`config.mk`:
```
export PLATFORM = sky130hd
export DESIGN_NAME = vedic_mul_pipe
export DESIGN_NICKNAME = d
export VERILOG_FILES = /design/src/rtl/vedic_mul_pipe.sv
export SDC_FILE = /design/constraint.sdc
export NUM_CORES = 1
export LEC_CHECK = 0
export CORE_UTILIZATION = 26
export CTS_CLUSTER_SIZE = 25
export DETAILED_ROUTE_END_ITERATION = 6
export PLACE_DENSITY = 0.46
export SETUP_SLACK_MARGIN = 0.3
export SYNTH_ARGS = -nofsm -noshare
export SYNTH_HDL_FRONTEND = slang
export SYNTH_SLANG_ARGS = --single-unit
```
`constraint.sdc`:
```
create_clock -name CLK -period 3.5 [get_ports CLK]
set_input_delay 0.7 -clock CLK [delete_from_list [all_inputs] [get_ports CLK]]
set_output_delay 0.7 -clock CLK [all_outputs]
set_load 0.02 [all_outputs]
```
`src/rtl/vedic_mul_pipe.sv`:
```
// ---------------------------------------------------------------------------
// vedic_mul_pipe
//
// Three-stage pipelined Vedic multiplier with a valid/ready stream interface.
// The operands are split into four half-width partial products. Each partial
// product comes from a recursive Vedic sub-multiplier that bottoms out at 2x2.
// A Vedic adder stage then recombines them. The block sustains one product
// per clock. When the consumer holds off, the whole pipe freezes in place.
//
// Optional feature macro: VEDIC_SIGNED_EN
//   When defined, the op_signed port exists and two's-complement operands are
//   supported. When undefined, the block is unsigned-only and has the same
//   timing.
//
// Parameters
//   WIDTH      operand width; must be 4, 8, 16 or 32
//
// Ports
//   CLK        clock, all state changes on the rising edge
//   RST_n      asynchronous active-low reset
//   A, B       multiplicand / multiplier (WIDTH bits)
//   in_valid   A/B carry an operand pair this cycle
//   in_ready   block accepts an operand pair this cycle
//   op_signed  treat A/B as two's complement (VEDIC_SIGNED_EN only)
//   Q          product (2*WIDTH bits)
//   out_valid  Q holds a valid product
//   out_ready  consumer accepts Q this cycle
//   busy       any pipeline stage holds a valid operation
// ---------------------------------------------------------------------------

// Recursive combinational Vedic multiplier: W x W -> 2W bits, W a power of two.
module VedicCore #(
  parameter int W = 2
) (
  input  logic [W-1:0]   a_i,
  input  logic [W-1:0]   b_i,
  output logic [2*W-1:0] p_o
);

  if (W == 2) begin : gBase
    // 2x2 base case written as the classic vertical-and-crosswise half-adder
    // network. The two cross terms meet in a half adder, and the carry from
    // that adder ripples into the top partial product.
    logic cross0;
    logic cross1;
    logic carry1;
    logic top;

    assign cross0 = a_i[1] & b_i[0];
    assign cross1 = a_i[0] & b_i[1];
    assign carry1 = cross0 & cross1;
    assign top    = a_i[1] & b_i[1];
    assign p_o[0] = a_i[0] & b_i[0];
    assign p_o[1] = cross0 ^ cross1;
    assign p_o[2] = top ^ carry1;
    assign p_o[3] = top & carry1;
  end else begin : gSplit
    // Split into four half-width products and recombine them. The sum is kept
    // one bit wider than the result. That top bit is always zero for an exact
    // product, so it is simply dropped.
    localparam int H = W / 2;

    logic [W-1:0] pp0;
    logic [W-1:0] pp1;
    logic [W-1:0] pp2;
    logic [W-1:0] pp3;
    logic [2*W:0] sum;
    logic         unusedTop;

    VedicCore #(.W(H)) uLL (.a_i(a_i[H-1:0]), .b_i(b_i[H-1:0]), .p_o(pp0));
    VedicCore #(.W(H)) uHL (.a_i(a_i[W-1:H]), .b_i(b_i[H-1:0]), .p_o(pp1));
    VedicCore #(.W(H)) uLH (.a_i(a_i[H-1:0]), .b_i(b_i[W-1:H]), .p_o(pp2));
    VedicCore #(.W(H)) uHH (.a_i(a_i[W-1:H]), .b_i(b_i[W-1:H]), .p_o(pp3));

    assign sum = {{(W+1){1'b0}}, pp0}
               + (({{(W+1){1'b0}}, pp1} + {{(W+1){1'b0}}, pp2}) << H)
               + ({{(W+1){1'b0}}, pp3} << W);
    assign {unusedTop, p_o} = sum;
  end

endmodule

module vedic_mul_pipe #(
  parameter int WIDTH = 8
) (
  input  logic               CLK,
  input  logic               RST_n,
  input  logic [WIDTH-1:0]   A,
  input  logic [WIDTH-1:0]   B,
  input  logic               in_valid,
  output logic               in_ready,
`ifdef VEDIC_SIGNED_EN
  input  logic               op_signed,
`endif
  output logic [2*WIDTH-1:0] Q,
  output logic               out_valid,
  input  logic               out_ready,
  output logic               busy
);

  localparam int H = WIDTH / 2;

  // Only power-of-two widths from 4 to 32 split cleanly down to 2x2 cores.
  if (!(WIDTH == 4 || WIDTH == 8 || WIDTH == 16 || WIDTH == 32)) begin : gBadWidth
    $error("vedic_mul_pipe: WIDTH must be 4, 8, 16 or 32");
  end

  logic                 stall;
  logic                 advance;

  logic [WIDTH-1:0]     s1a_d;
  logic [WIDTH-1:0]     s1b_d;
  logic [WIDTH-1:0]     s1a_q;
  logic [WIDTH-1:0]     s1b_q;
  logic                 s1Valid_q;

  logic [WIDTH-1:0]     pp0_d;
  logic [WIDTH-1:0]     pp1_d;
  logic [WIDTH-1:0]     pp2_d;
  logic [WIDTH-1:0]     pp3_d;
  logic [WIDTH-1:0]     pp0_q;
  logic [WIDTH-1:0]     pp1_q;
  logic [WIDTH-1:0]     pp2_q;
  logic [WIDTH-1:0]     pp3_q;
  logic                 s2Valid_q;

  logic [2*WIDTH:0]     sum;
  logic [2*WIDTH:0]     sumSigned;
  logic [2*WIDTH-1:0]   prod_d;
  logic [2*WIDTH-1:0]   prod_q;
  logic                 unusedTop;
  logic                 s3Valid_q;

  // The pipe freezes only when a finished product is waiting on the consumer.
  // in_ready depends only on the output side, so it never loops back through
  // in_valid.
  assign stall    = s3Valid_q && !out_ready;
  assign advance  = !stall;
  assign in_ready = !stall;

`ifdef VEDIC_SIGNED_EN
  logic sign1_d;
  logic sign1_q;
  logic sign2_q;

  // In signed mode the unsigned core sees magnitudes. The most negative
  // value maps to 2^(WIDTH-1), which still fits in WIDTH unsigned bits.
  always_comb begin
    s1a_d   = (op_signed && A[WIDTH-1]) ? -A : A;
    s1b_d   = (op_signed && B[WIDTH-1]) ? -B : B;
    sign1_d = op_signed && (A[WIDTH-1] ^ B[WIDTH-1]);
  end

  // The result sign travels alongside the data and is applied in S3.
  always_ff @(posedge CLK or negedge RST_n) begin
    if (!RST_n) begin
      sign1_q <= 1'b0;
      sign2_q <= 1'b0;
    end else if (advance) begin
      sign1_q <= sign1_d;
      sign2_q <= sign1_q;
    end
  end

  assign sumSigned = sign2_q ? -sum : sum;
`else
  always_comb begin
    s1a_d = A;
    s1b_d = B;
  end

  assign sumSigned = sum;
`endif

  // S1 operand register. Data may load junk when in_valid is low; the valid
  // bit is what marks a real operation.
  always_ff @(posedge CLK or negedge RST_n) begin
    if (!RST_n) begin
      s1a_q     <= '0;
      s1b_q     <= '0;
      s1Valid_q <= 1'b0;
    end else if (advance) begin
      s1a_q     <= s1a_d;
      s1b_q     <= s1b_d;
      s1Valid_q <= in_valid;
    end
  end

  VedicCore #(.W(H)) uPp0 (.a_i(s1a_q[H-1:0]),     .b_i(s1b_q[H-1:0]),     .p_o(pp0_d));
  VedicCore #(.W(H)) uPp1 (.a_i(s1a_q[WIDTH-1:H]), .b_i(s1b_q[H-1:0]),     .p_o(pp1_d));
  VedicCore #(.W(H)) uPp2 (.a_i(s1a_q[H-1:0]),     .b_i(s1b_q[WIDTH-1:H]), .p_o(pp2_d));
  VedicCore #(.W(H)) uPp3 (.a_i(s1a_q[WIDTH-1:H]), .b_i(s1b_q[WIDTH-1:H]), .p_o(pp3_d));

  // S2 registers the four half-width partial products.
  always_ff @(posedge CLK or negedge RST_n) begin
    if (!RST_n) begin
      pp0_q     <= '0;
      pp1_q     <= '0;
      pp2_q     <= '0;
      pp3_q     <= '0;
      s2Valid_q <= 1'b0;
    end else if (advance) begin
      pp0_q     <= pp0_d;
      pp1_q     <= pp1_d;
      pp2_q     <= pp2_d;
      pp3_q     <= pp3_d;
      s2Valid_q <= s1Valid_q;
    end
  end

  // Vedic adder: recombine the partial products one bit wider than the
  // result. The top bit is provably zero and is dropped at the register.
  assign sum = {{(WIDTH+1){1'b0}}, pp0_q}
             + (({{(WIDTH+1){1'b0}}, pp1_q} + {{(WIDTH+1){1'b0}}, pp2_q}) << H)
             + ({{(WIDTH+1){1'b0}}, pp3_q} << WIDTH);
  assign {unusedTop, prod_d} = sumSigned;

  // S3 result register. It holds Q steady for as long as the consumer stalls.
  always_ff @(posedge CLK or negedge RST_n) begin
    if (!RST_n) begin
      prod_q    <= '0;
      s3Valid_q <= 1'b0;
    end else if (advance) begin
      prod_q    <= prod_d;
      s3Valid_q <= s2Valid_q;
    end
  end

  assign Q         = prod_q;
  assign out_valid = s3Valid_q;
  assign busy      = s1Valid_q | s2Valid_q | s3Valid_q;

endmodule

```
==> impl_metrics.ini, run 1 <==
[outcome]
outcome = finished, violations left
violations = DRC

[floorplan]
die_h_um = 143
core_um2 = 19500
die_x_um = 143
ios = 39
rows = 51
start_util_pct = 26.5
die_area_um2 = 20400

[drt]
drtIter0Drc = 107
drc = 2
drt-pass1-iter-count = 6
vias = 3912
post_drt_wl_per_cell_um = 13.2
drtAntennaViolNets = 0
drt-vias-per-instance = 4.41
drt-total-wl_um = 11700

[layout]
utilization_pct = 31.8
nFillCells = 2022
fin_nets = 735
layout_commonest_cell = nand2_1
antenna_cells = 0
most-common-layout-cells = nand2_1, ha_1, and2_1, dfrtp_1
area_delta_synth_final_pct = 19.9
drive_above_1_share_pct = 7.07

[worst_setup_path]
r2r-start = s1b_q[3]
critPathSlowestCell = dfrtp_2
endpoint_kind = flop
startpoint = s1b_q[3]
crit_chain = and2_1 -> ha_1 -> ha_1 -> a21o_1 -> a21oi_2 -> xnor2_1 -> ha_1 -> a21o_1 -> a31o_2 -> a21oi_1 -> xor2_1 -> o21ai_0
cp_num_buf_inv = 0
crit_type = flop to flop
path_delay_family = compound AO/OA/AOI/OAI gates
max_stage_delay_ns = 0.46
cp_max_fo = 9
cpMostUsedCell = ha_1
start_kind = flop
worstPathArrival_ns = 3.18
worstPathRequired_ns = 3.68

[synthesis]
synth_area_per_cell_um2 = 8.99
ys_types = 41
yosysSeqAreaShare_pct = 32.5
syn_area_um2 = 5160
syn_nets = 691
ys_async_sr_fraction_pct = 100
ys_ff_latch = 67
syn_inst = 574
synth_top_cell_by_area = dfrtp_1
synth_edf_count = 0
synthFlopType = dfrtp_1
ys_warn_count = 0
synth_top_cell_area_share_pct = 32.5
synthTopCellsByArea = dfrtp_1, ha_1, nand2_1

[clock_network]
path_clk_slew_ns = 0.05
cts.path.max_buffers = 2
cts_tree = built
cts-root-buf = clkbuf_16
cts.sink_count = 67
clk_latency_ns = 0.34
cts_hold_buf = 0
cts_max_level = 3
cts_buffers = 9

[sta]
fin_crit_ns = 2.99
setup_viol = 0
drv_slew = 0
hold_violations = 0
max_freq_mhz = 334
min_period_over_period_pct = 85.5
relSlewSlack_pct = 31.4
setup_tns_ns = 0
finClkSkew_ns = 0.00652
fin_ws_ns = 0.507
tightest_slew_ns = 1.03
rsz0062_at_grt = false

[grt]
grt_pass1_vias = 4216
overflow = 0
antenna_found_initial = 0
gr-usage-all-layers_pct = 12.8
grt_pass1_wl_um = 20200
grt_start_max_net_pins = 75

[placement]
port_buffers = 38
dpl.hpwl_um = 8680
dp_slack_ns = 0.384
gp_congestion = 0.775

[pwr]
p_sw_mw = 2.38
vdd_ir_drop_max_mv = 0.238
switching_share_pct = 42.8
power_mw = 5.56
internal_power_mw = 3.18
pwr-share-seq_pct = 24.6
power_density_nw_per_um2 = 898
power_frac_comb_pct = 59.0
clockPowerShare_pct = 16.3
p_leak_nw = 3.21

[run]
maxCapViolations = 0

[worst_hold_path]
worstHoldPathType = flop to flop
hp-start = Q[0]
[state kept, by name (all words and copies together) (netlist names)]
register,flops
Q,16
pp0_q,8
pp1_q,8
pp2_q,8
pp3_q,8
s1a_q,8
s1b_q,8
out_valid,1
s1Valid_q,1
s2Valid_q,1
[Yosys cell counts, drive strengths merged, types with 10 or more instances]
cell and n:
a21o 20, and2 60, o21ai 29, nand2 145, ha 87, xnor2 17, dfrtp 67, fa 10
nor2 12, xor2 21, inv 12, a21oi 40
[worst reg2reg max path: stages, from the launching register on]
cell,delay [ns]
dfrtp_2,0.46
and2_1,0.18
ha_1,0.32
ha_1,0.32
a21o_1,0.20
a21oi_2,0.15
xnor2_1,0.13
ha_1,0.28
a21o_1,0.19
a31o_2,0.21
a21oi_1,0.18
xor2_1,0.15
o21ai_0,0.08
[what timing repair did]
item	4_1_cts	5_1_grt
resized for setup	0	13
buffers inserted	0	4
setup endpoints to repair	0	4
[final timing paths]
path | end | slack, ns | cells past startpoint
min in group asynchronous | pp3_q[1] | 0.54 | 1
worst min register to register | Q[0] | 0.46 | 2
worst min-delay path | Q[0] | 0.46 | 2
max in group asynchronous | s1a_q[3] | 2.11 | 2
worst max register to register | pp0_q[7] | 0.51 | 12
worst max-delay path | pp0_q[7] | 0.51 | 12
[cell families (layout without fill, tap and decap cells)]
kind of cell / Yosys count / count (layout) / synth area share, %
AO/OA/AOI/OAI: 104 / 104 / 12.2
XOR/XNOR: 38 / 38 / 6.45
adder cells (fa/ha/maj): 97 / 97 / 25.0
buffers and inverters: 26 / 74 / 2.38
flip-flops: 67 / 67 / 32.5
AND/OR/NAND/NOR: 242 / 242 / 21.6
[metrics by stage]
| stage | hold slack, ns | cell area, um^2 | cells |
|---|---|---|---|
| finish | 0.461 | 6190 | 887 |
| global placement | 0.454 | 5840 | 868 |
| CTS | 0.469 | 6130 | 883 |
| global route | 0.497 | 6190 | 887 |
| detailed placement | 0.457 | 5840 | 868 |
| floorplan | 0.404 | 5160 | 574 |
[per-layer routing]
| layer | share of wire (%) | track usage (%) | up-vias |
|---|---|---|---|
| li1 | - | - | 2033 |
| met1 | 47 | 15.3 | 1813 |
| met2 | 48 | 22.4 | 50 |
| met3 | 2.9 | 3.39 | 16 |
| met4 | 1.6 | 3.90 | 0 |
| met5 | 0 | 0 | - |
[layout make-up]
type                    count  area [um^2]  area share [%]
multi-input cells         481         3390            54.7
flip-flops and latches     67         1690            27.3
well taps                 265          332            5.36
clock buffers              13          260            4.21
repair buffers             47          443            7.16
clock inverters             2         35.0           0.566
inverters                  12         45.0           0.728
[power groups by stage]
stage / Sequential, mW / Clock [mW] / Combinational (mW)
floorplan: 1.40 / 0 / 2.35
global placement: 1.38 / 0 / 3.19
detailed placement: 1.39 / 0 / 3.23
CTS: 1.38 / 0.939 / 3.27
global route: 1.42 / 0.969 / 3.77
finish: 1.37 / 0.908 / 3.28
Power figures use the tool's default switching activity.
==> run 2: changes to the inputs <==
--- a/config.mk
+++ b/config.mk
@@ -5,10 +5,10 @@
 export SDC_FILE = /design/constraint.sdc
 export NUM_CORES = 1
 export LEC_CHECK = 0
-export CORE_UTILIZATION = 26
+export CORE_UTILIZATION = 33
 export CTS_CLUSTER_SIZE = 25
 export DETAILED_ROUTE_END_ITERATION = 6
-export PLACE_DENSITY = 0.46
+export PLACE_DENSITY = 0.56
 export SETUP_SLACK_MARGIN = 0.3
 export SYNTH_ARGS = -nofsm -noshare
 export SYNTH_HDL_FRONTEND = slang
==> constraint.sdc (replaced) <==
create_clock -name CLK -period 2.75 [get_ports CLK]
set_input_delay 0.55 -clock CLK [delete_from_list [all_inputs] [get_ports CLK]]
set_output_delay 0.55 -clock CLK [all_outputs]
set_load 0.02 [all_outputs]
==> impl_metrics.ini, run 2 (synthesis gave the netlist of run 1 again) <==
[layout]
fin_nets = 814
largest_reg_flops = 16
most-common-layout-cells = nand2_1, dfrtp_1, buf_4, ha_4, ha_1
layout_commonest_cell = nand2_1
utilization_pct = 50.8
final-instance-count-excl-fill = 913
antenna_cells = 0
area_delta_synth_final_pct = 50.1
postLayoutCellArea_um2 = 7750
drive_above_1_share_pct = 37.2

[grt]
overflow = 0
grt_pass1_wl_um = 21600
antenna_found_initial = 0
grt_start_max_net_pins = 68
gr-usage-all-layers_pct = 17.2
grt_pass1_vias = 4535

[sta]
setup_tns_ns = -0.151
relSlewSlack_pct = 56.0
max_freq_mhz = 356
finClkSkew_ns = 0.00617
min_period_over_period_pct = 102
fin_ws_ns = -0.0557
setup_viol = 4
drv_slew = 0
rsz0062_at_grt = true
fin_crit_ns = 2.81
hold_violations = 0
hold_slack_ns = 0.235
tightest_slew_ns = 0.661

[drt]
vias = 4374
drt-pass1-iter-count = 4
drt-total-wl_um = 13500
post_drt_wl_per_cell_um = 14.7
drc = 0
drt-vias-per-instance = 4.79
drtAntennaViolNets = 0
drtIter0Drc = 170

[clock_network]
cts_buffers = 9
cts-root-buf = clkbuf_16
cts_hold_buf = 0
cts_tree = built
cts_max_level = 3
cts.path.max_buffers = 2
cts.sink_count = 67
clk_latency_ns = 0.34
path_clk_slew_ns = 0.06

[floorplan]
start_util_pct = 33.8
rows = 45
die_x_um = 127
die_h_um = 127
die_area_um2 = 16100
core_um2 = 15300
ios = 39

[pwr]
p_leak_nw = 3.64
power_density_nw_per_um2 = 1210
vdd_ir_drop_max_mv = 0.520
power_mw = 9.37

[worst_setup_path]
cp_max_fo = 2
worstPathRequired_ns = 2.94
worstPathArrival_ns = 3.00
start_kind = flop
crit_type = flop to flop
endpoint_kind = flop
rr_worst_depth = 15

[outcome]
violations = setup timing
outcome = finished, violations left

[run]
maxCapViolations = 0

[placement]
port_buffers = 38
dpl.hpwl_um = 8790
place_inst = 846
dpl-instance-area_um2 = 6110
dp_slack_ns = -0.0732
gp_congestion = 0.872

[worst_hold_path]
worstHoldPathType = primary input to async pin
==> run 2: final timing paths <==
kind,from,end,slack [ns]
setup / recovery,pp2_q[0],Q[13],-0.06
hold / removal,RST_n,s1a_q[7],0.23
setup reg to reg,pp2_q[0],Q[13],-0.06
hold reg to reg,Q[4],Q[4],0.47
max in group asynchronous,RST_n,s1a_q[4],2.20
min in group CLK,Q[4],Q[4],0.47
==> run 2: area by class of cell <==
type | instances | area (um^2)
fill | 1386 | 7510
multi-input combinational | 481 | 4300
sequential | 67 | 1690
timing repair buffer | 126 | 1180
tap | 211 | 264
clock buffer | 11 | 233
inverter | 12 | 45.0
clock inverter | 5 | 30.0
==> run 2: layer usage <==
layer / vias up / routed length, um / part of all wire [%] / GRT usage, %
met1: 2093 / 5860 / 44 / 20.4
met5: - / 0 / 0 / 0
li1: 2188 / - / - / -
met3: 24 / 345 / 2.6 / 3.98
met2: 69 / 6940 / 52 / 30.4
met4: 0 / 314 / 2.3 / 5.74
==> run 2: critical path, cell delays in order (launching register included) <==
cell and delay (ns):
dfrtp_1 0.35, ha_2 0.19, inv_2 0.04, fa_2 0.34, nor2b_2 0.13, o21ai_2 0.08, a21oi_2 0.19, a211oi_2 0.06
xnor2_1 0.22, ha_1 0.30, a21oi_2 0.19, buf_4 0.15, a21oi_2 0.05, a21boi_1 0.14, xor2_1 0.15, a21oi_1 0.07
==> run 2: what timing repair did <==
action	CTS	global route
cloned	0	0
endpoints found under the hold margin	0	0
buffers inserted	33	18
pin swaps	90	82
endpoints found under the setup margin	20	24
gates resized for setup	125	75
==> run 2: power breakdown <==
part           total (mW)  switching, mW  internal [mW]
logic                6.61           3.17           3.45
clock network        1.04          0.440          0.605
registers            1.72          0.316           1.40
total                9.37           3.92           5.45
